### src/rtl/imm_extend_unit_if.sv
`default_nettype none
// ============================================================================
// Module   : imm_extend_unit_if
// Purpose  : Decoder-side request and ALU-side result bundle for the
//            immediate-extension stage.
// Revision : 1.0  initial release
// ============================================================================
interface imm_extend_unit_if #(
    parameter int IMM_W  = 7,
    parameter int DATA_W = 16
);
    logic              in_valid;
    logic [IMM_W-1:0]  immediate;
    logic [1:0]        mode;
    logic              stall;
    logic              flush;
    logic              out_valid;
    logic [DATA_W-1:0] ext_immediate;
    logic              prefix_pending;

    modport master (
        output in_valid, immediate, mode, stall, flush,
        input  out_valid, ext_immediate, prefix_pending
    );

    modport slave (
        input  in_valid, immediate, mode, stall, flush,
        output out_valid, ext_immediate, prefix_pending
    );
endinterface
`default_nettype wire

### src/rtl/imm_extend_unit.sv
`default_nettype none
// ============================================================================
// Module   : imm_extend_unit
// Purpose  : Registered sign/zero/shift/prefix immediate extender feeding the
//            ALU operand mux, with pipeline stall and flush.
// Revision : 1.0  initial release
// ============================================================================
module imm_extend_unit #(
    parameter int IMM_W  = 7,
    parameter int DATA_W = 16,
    parameter int SHIFT  = 9
) (
    input  wire logic          clk,
    input  wire logic          rst_n,
    imm_extend_unit_if.slave   bus
);
    localparam int         PRE_W       = DATA_W - IMM_W;
    localparam logic [1:0] MODE_SEXT   = 2'b00;
    localparam logic [1:0] MODE_ZEXT   = 2'b01;
    localparam logic [1:0] MODE_SHL    = 2'b10;
    localparam logic [1:0] MODE_PREFIX = 2'b11;

    logic              out_valid_q, out_valid_d;
    logic [DATA_W-1:0] ext_q, ext_d;
    logic [PRE_W-1:0]  prefix_q, prefix_d;
    logic              pending_q, pending_d;

    logic [DATA_W-1:0] w_sext;
    logic [DATA_W-1:0] w_zext;
    logic [DATA_W-1:0] w_shl;
    logic [DATA_W-1:0] w_concat;

    assign w_sext   = {{PRE_W{bus.immediate[IMM_W-1]}}, bus.immediate};
    assign w_zext   = {{PRE_W{1'b0}}, bus.immediate};
    assign w_shl    = w_zext << SHIFT;
    // Shifting the prefix up by IMM_W and truncating is just the low bits of the concat.
    assign w_concat = {prefix_q, bus.immediate};

    always_comb begin
        out_valid_d = out_valid_q;
        ext_d       = ext_q;
        prefix_d    = prefix_q;
        pending_d   = pending_q;

        if (bus.flush) begin
            out_valid_d = 1'b0;
            prefix_d    = '0;
            pending_d   = 1'b0;
        end else if (!bus.stall) begin
            out_valid_d = 1'b0;
            if (bus.in_valid) begin
                if (bus.mode == MODE_PREFIX) begin
                    prefix_d  = w_concat[PRE_W-1:0];
                    pending_d = 1'b1;
                end else begin
                    out_valid_d = 1'b1;
                    prefix_d    = '0;
                    pending_d   = 1'b0;
                    if (pending_q) begin
                        ext_d = w_concat;
                    end else begin
                        case (bus.mode)
                            MODE_SEXT: ext_d = w_sext;
                            MODE_ZEXT: ext_d = w_zext;
                            MODE_SHL:  ext_d = w_shl;
                            default:   ext_d = w_zext;
                        endcase
                    end
                end
            end
        end
    end

    always_ff @(posedge clk or negedge rst_n) begin
        if (!rst_n) begin
            out_valid_q <= 1'b0;
            ext_q       <= '0;
            prefix_q    <= '0;
            pending_q   <= 1'b0;
        end else begin
            out_valid_q <= out_valid_d;
            ext_q       <= ext_d;
            prefix_q    <= prefix_d;
            pending_q   <= pending_d;
        end
    end

    assign bus.out_valid      = out_valid_q;
    assign bus.ext_immediate  = ext_q;
    assign bus.prefix_pending = pending_q;
endmodule
`default_nettype wire
### src/flat_wrapper.sv
// flat-port wrapper written by rule: the top's interface ports become plain ports
module imm_extend_unit_flat 
#(
    parameter int IMM_W  = 7,
    parameter int DATA_W = 16,
    parameter int SHIFT  = 9
)
  (clk, rst_n, bus_in_valid, bus_immediate, bus_mode, bus_stall, bus_flush, bus_out_valid, bus_ext_immediate, bus_prefix_pending);
  imm_extend_unit_if #(.IMM_W(IMM_W), .DATA_W(DATA_W)) bus_i ();
  input  wire logic clk;
  input  wire logic rst_n;
  input wire logic [$bits(bus_i.in_valid)-1:0] bus_in_valid;
  input wire logic [$bits(bus_i.immediate)-1:0] bus_immediate;
  input wire logic [$bits(bus_i.mode)-1:0] bus_mode;
  input wire logic [$bits(bus_i.stall)-1:0] bus_stall;
  input wire logic [$bits(bus_i.flush)-1:0] bus_flush;
  output wire logic [$bits(bus_i.out_valid)-1:0] bus_out_valid;
  output wire logic [$bits(bus_i.ext_immediate)-1:0] bus_ext_immediate;
  output wire logic [$bits(bus_i.prefix_pending)-1:0] bus_prefix_pending;
  assign bus_i.in_valid = bus_in_valid;
  assign bus_i.immediate = bus_immediate;
  assign bus_i.mode = bus_mode;
  assign bus_i.stall = bus_stall;
  assign bus_i.flush = bus_flush;
  assign bus_out_valid = bus_i.out_valid;
  assign bus_ext_immediate = bus_i.ext_immediate;
  assign bus_prefix_pending = bus_i.prefix_pending;
  imm_extend_unit #(.IMM_W(IMM_W), .DATA_W(DATA_W), .SHIFT(SHIFT)) u_core (.clk(clk), .rst_n(rst_n), .bus(bus_i));
endmodule
### config.mk
export PLATFORM = sky130hd
export DESIGN_NAME = imm_extend_unit_flat
export DESIGN_NICKNAME = d
export VERILOG_FILES = /design/src/rtl/imm_extend_unit_if.sv /design/src/rtl/imm_extend_unit.sv /design/src/flat_wrapper.sv
export SDC_FILE = /design/constraint.sdc
export NUM_CORES = 1
export LEC_CHECK = 0
export ABC_AREA = 1
export CAP_MARGIN = 20
export CORE_MARGIN = 8
export CORE_UTILIZATION = 35
export DETAILED_ROUTE_END_ITERATION = 12
export GPL_ROUTABILITY_DRIVEN = 0
export GPL_TIMING_DRIVEN = 1
export PLACE_DENSITY = 0.6
export SLEW_MARGIN = 5
export SYNTH_ARGS = -nofsm -noshare
export SYNTH_HDL_FRONTEND = slang
export SYNTH_SLANG_ARGS = --single-unit
### constraint.sdc
create_clock -name clk -period 1.85 [get_ports clk]
set_clock_uncertainty 0.2 [all_clocks]
set_input_delay 0.2775 -clock clk [delete_from_list [all_inputs] [get_ports clk]]
set_output_delay 0.2775 -clock clk [all_outputs]
set_load 0.03 [all_outputs]
== Word-level counts from Yosys, hierarchy flattened ==
Cells that the tools add are included.

* Bitwise logic cells: 3
* Mux-type cells: 14
* Equal/unequal tests: 3
* Reductions and logical operators: 4

{| class="wikitable"
|+ Operators with widths
! cell !! count
|-
| $mux 9 || 4
|-
| $pmux 16 s2 || 1
|-
| $mux 16 || 1
|-
| $mux 1 || 8
|-
| $eq 2x2->1 const B || 2
|-
| $reduce_and 4->1 || 1
|-
| $not 1->1 || 3
|-
| $logic_not 2->1 || 1
|-
| $ne 2x1->1 const B || 1
|-
| $reduce_and 2->1 || 1
|-
| $reduce_bool 2->1 || 1
|}

* Bits in registers: 27
* Word-level logic and storage cells: 28
* Input port bits: 14

== Depth between registers and ports, before layout ==
* Depth after elaboration: 5
* Mapped depth: 7
* Depth with buffers taken out: 6

== Worst setup path before layout ==
OpenSTA, ideal clock, no wires.

* Path type: register -> register
* Start point: register u_core.pending_q (netlist: u_core.bus.prefix_pending)
* End point: register u_core.ext_q[0] (netlist: u_core.bus.ext_immediate[0])
* Arrival time: 1.177 ns
* Cell stages (with the launch flop): 7
* Library setup time: 0.118 ns
* Path slack: 0.355 ns
* Cells stage by stage: dfrtp_1 -> buf_2 -> inv_2 -> buf_2 -> nand2_1 -> nand3_1 -> nand2_1

* Cells in the longest elaborated chain, start to end: 1

{| class="wikitable"
|+ RTL lines
! element !! RTL line !! text
|-
| start: declaration || imm_extend_unit.sv:26 || <nowiki>logic pending_q, pending_d;</nowiki>
|-
| start signal: assignment || imm_extend_unit.sv:84 || <nowiki>pending_q <= pending_d;</nowiki>
|-
| $mux 16 || imm_extend_unit.sv:59 || <nowiki>if (pending_q) begin</nowiki>
|-
| end signal: assignment || imm_extend_unit.sv:82 || <nowiki>ext_q <= ext_d;</nowiki>
|-
| end: declaration || imm_extend_unit.sv:24 || <nowiki>logic [DATA_W-1:0] ext_q, ext_d;</nowiki>
|}

No other way between the ends.
A chain may end at the register's enable or synchronous reset.

== Final worst setup path ==
* Start point: register u_core.ext_q[7] (netlist: u_core.bus.ext_immediate[7])
* End point: output bus_ext_immediate[7]

{| class="wikitable"
|+ RTL lines
! element !! RTL line !! text
|-
| end: declaration || flat_wrapper.sv:18 || <nowiki>output wire logic [$bits(bus_i.ext_immediate)-1:0] bus_ext_immediate;</nowiki>
|}

No word-level cell between the ends.

==> metrics.md <==
| Metric | Value |
|---|---|
| Post-synth EDFFs | 0 |
| Fmax | about 620 MHz |
| Final Cycle Share | 0.8704 |
| TritonCTS Buffers | 3 |
| Min-Delay Path Class | in2async |
| Seq/Total Area, Yosys | 0.5613 |
| Crit-path cells | dlygate4sd2_1 |
| Multi-input logic area | 449.2 um2 |
| Detailed Place HPWL | roughly 2100 um |
| Worst EP arrival | roughly 1.1 ns |
| Vert. Die Dim | 74.65 um |
| Main synth FF type | dfrtp_1 |
| Post-DR wirelength/cell | 12.32 um |
| Sequential cell area | 675.6 um2 |
| CP max stage cell | dlygate4sd2_1 |
| RSZ-0062 raised after global routing | false |
| Worst Max-Slew Pin Slew | 0.3807 ns |
| Setup TNS | 0 ns |
| Critical path class | reg2out |
| DIE AREA | around 5600 um2 |
| Mapped Area | 1204 um2 |
| 1st-pass router iterations | 4 |
| Initial Util | 0.3636 |
| Sw Ratio | 0.3456 |
| Ys async rst share | 1.000 |
| Cts hold-fix bufs | 0 |
| Combinational Power Share | 0.283 |
| Crit-path max FO | 2 |
| Cell depth of the worst setup path | 1 |
| Post-layout net count | 202 |
| Clk buf depth | 2 |
| Data required, critical path | 1.37 ns |
| Clock slew at reported path FFs | 0.15 ns |
| Seq cells post-synth | 27 |
| Final ANT Viol Nets | 0 |
| Filler instances | about 360 |
| P_int | 867.4 uW |
| Startpoint Class | flop |
| Mean Syn Cell Area | roughly 8 um2 |
| Max_cap viols | 0 |
| Grt ovf | 0 |
| Clk pwr share | 0.200 |
| All-Layer GR Usage | 0.1179 |
| Crit path buf inv count | 1 |
| Die width | 74.65 um |
| Top cell type's share of synthesized area | 0.5613 |
| Core Region | about 3300 um2 |
| First-pass GRT wire length | 5140 um |
| CTS tree | built |
| Leak pwr | ~0.85 nW |
| Ant. Diodes | 0 |
| Setup bufs post-CTS | 0 |
| Ratio of cells with drive above 1 in the final layout | 0.09626 |
| Vias | roughly 1100 |
| Crit end category | primary output |
| Synth top area cells | dfrtp_1 (56%), nand2_1 (17%), nand3_1 (6.2%) |
| Vias in the first global route | 1143 |
| R2R depth | 6 |
| Crit-path max cell delay | about 0.41 ns |
| PD cells | 831.5 nW/um2 |
| Commonest cells in the synthesized netlist | nand2_1 (54), dfrtp_1 (27), nor2_1 (20) |
| Vias per cell | 4.524 |
| Post_cts resized | 18 |
| Final Setup Violations | 0 |
| Final Max Tran Viols | 0 |
| Largest net degree at the start of global routing | 28 |
| Initial DRC count | 79 |
| Delay-heaviest family, CP | buffers and inverters |
| Port Buffers | 31 |
| Skew-Pair Late Insertion Delay | ~0.34 ns |
| Hold Vio Cnt, Final | 0 |
| Area Growth Syn to Fin | 32.43% |
| Hold_ws | 0.09238 ns |
| Tmin final | 1.610 ns |
| Max VDD drop | a little over 0.3 mV |
| Initial antenna violation count | 0 |
| Yosys cell types | 13 |
| Final Total Pwr | approximately 1.3 mW |
| Yosys top cell by area | dfrtp_1 |
| Count leader, synth | nand2_1 |
| YS warnings | 0 |
| # DRC | 0 |
| P_sw | 458.0 uW |
| Sequential share of power | 0.517 |
| Status | complete, no violations |
| Synthesized Nets | 165 |
| Clock sinks | 27 |
| Root buffer cell | clkbuf_4 |
| Ports | 32 |
| CTS H-tree lvls | 1 |
| Synth Instances | between 150 and 200 |
| Final wirelength | 2870 um |
| Rows | 21 |
| Max-slew headroom | 0.7459 |
==> power groups by stage <==
stage	registers [mW]	clock network (mW)	logic (mW)
final	0.686	0.265	0.375
after global routing	0.696	0.289	0.415
after CTS	0.688	0.272	0.382
after detailed placement	0.700	0	0.425
after global placement	0.700	0	0.424
after floorplan	0.828	0	0.0913
==> final timing paths <==
| path | startpoint | to | slack [ns] |
|---|---|---|---|
| max in group asynchronous | rst_n | u_core.bus.ext_immediate[8]$_DFFE_PN0P_ | 1.09 |
| max | u_core.bus.ext_immediate[7]$_DFFE_PN0P_ | bus_ext_immediate[7] | 0.24 |
| min reg2reg | u_core.bus.ext_immediate[15]$_DFFE_PN0P_ | u_core.bus.ext_immediate[15]$_DFFE_PN0P_ | 0.29 |
| min in group clk | u_core.bus.ext_immediate[15]$_DFFE_PN0P_ | u_core.bus.ext_immediate[15]$_DFFE_PN0P_ | 0.29 |
| min | rst_n | u_core.bus.ext_immediate[14]$_DFFE_PN0P_ | 0.09 |
| max reg2reg | u_core.bus.prefix_pending$_DFFE_PN0P_ | u_core.bus.ext_immediate[13]$_DFFE_PN0P_ | 0.37 |
==> area by class of cell <==
| type | instances | area share |
|---|---|---|
| Tap cell | 46 | 0.03611 |
| Clock inverter | 1 | 0.004710 |
| Multi-Input combinational cell | 105 | 0.2818 |
| Inverter | 15 | 0.03532 |
| Timing Repair Buffer | 36 | 0.2041 |
| Clock buffer | 3 | 0.01413 |
| Sequential cell | 27 | 0.4239 |
==> routing by layer <==
metal | vias to the layer above | wire length, um | global-route usage
li1 | 537 | - | -
met5 | - | 0 | 0
met2 | 31 | 1257 | 0.1830
met4 | 0 | 42 | 0.04783
met1 | 481 | 1309 | 0.1414
met3 | 5 | 261 | 0.04794
==> sequential cells by signal (all words and copies together), names as in the netlist <==
signal / cells
u_core.bus.out_valid: 1
u_core.bus.ext_immediate: 16
u_core.prefix_q: 9
u_core.bus.prefix_pending: 1
==> through the flow <==
step                setup WS (ns)  instances    util  area (um2)
floorplan                  0.3554        151       -        1204
global placement          0.09604        229  0.4792        1587
detailed placement        0.07706        229  0.4792        1587
CTS                        0.2251        233  0.4815        1594
global route               0.1793        233  0.4815        1594
finish                     0.2398        233  0.4815        1594
==> cells in the final DEF, fill, tap and decap left out, drive strengths merged <==
cell	synthesis	layout
buf	4	5
o21ai	12	12
nor2	23	23
nand3	15	15
nand4	1	1
clkdlybuf4s50	0	13
dfrtp	27	27
nand2	54	54
dlygate4sd2	0	18
clkinvlp	0	1
clkbuf	0	3
inv	15	15
==> logic make-up after synthesis <==
group                  count (synthesis)  share of synthesized area
and+or+nand+nor                       93                     0.3233
DFF                                   27                     0.5613
buffers and inverters                 19                    0.06549
AOI/OAI and AO/OA                     12                    0.04989
Power figures use the tool's default switching activity.
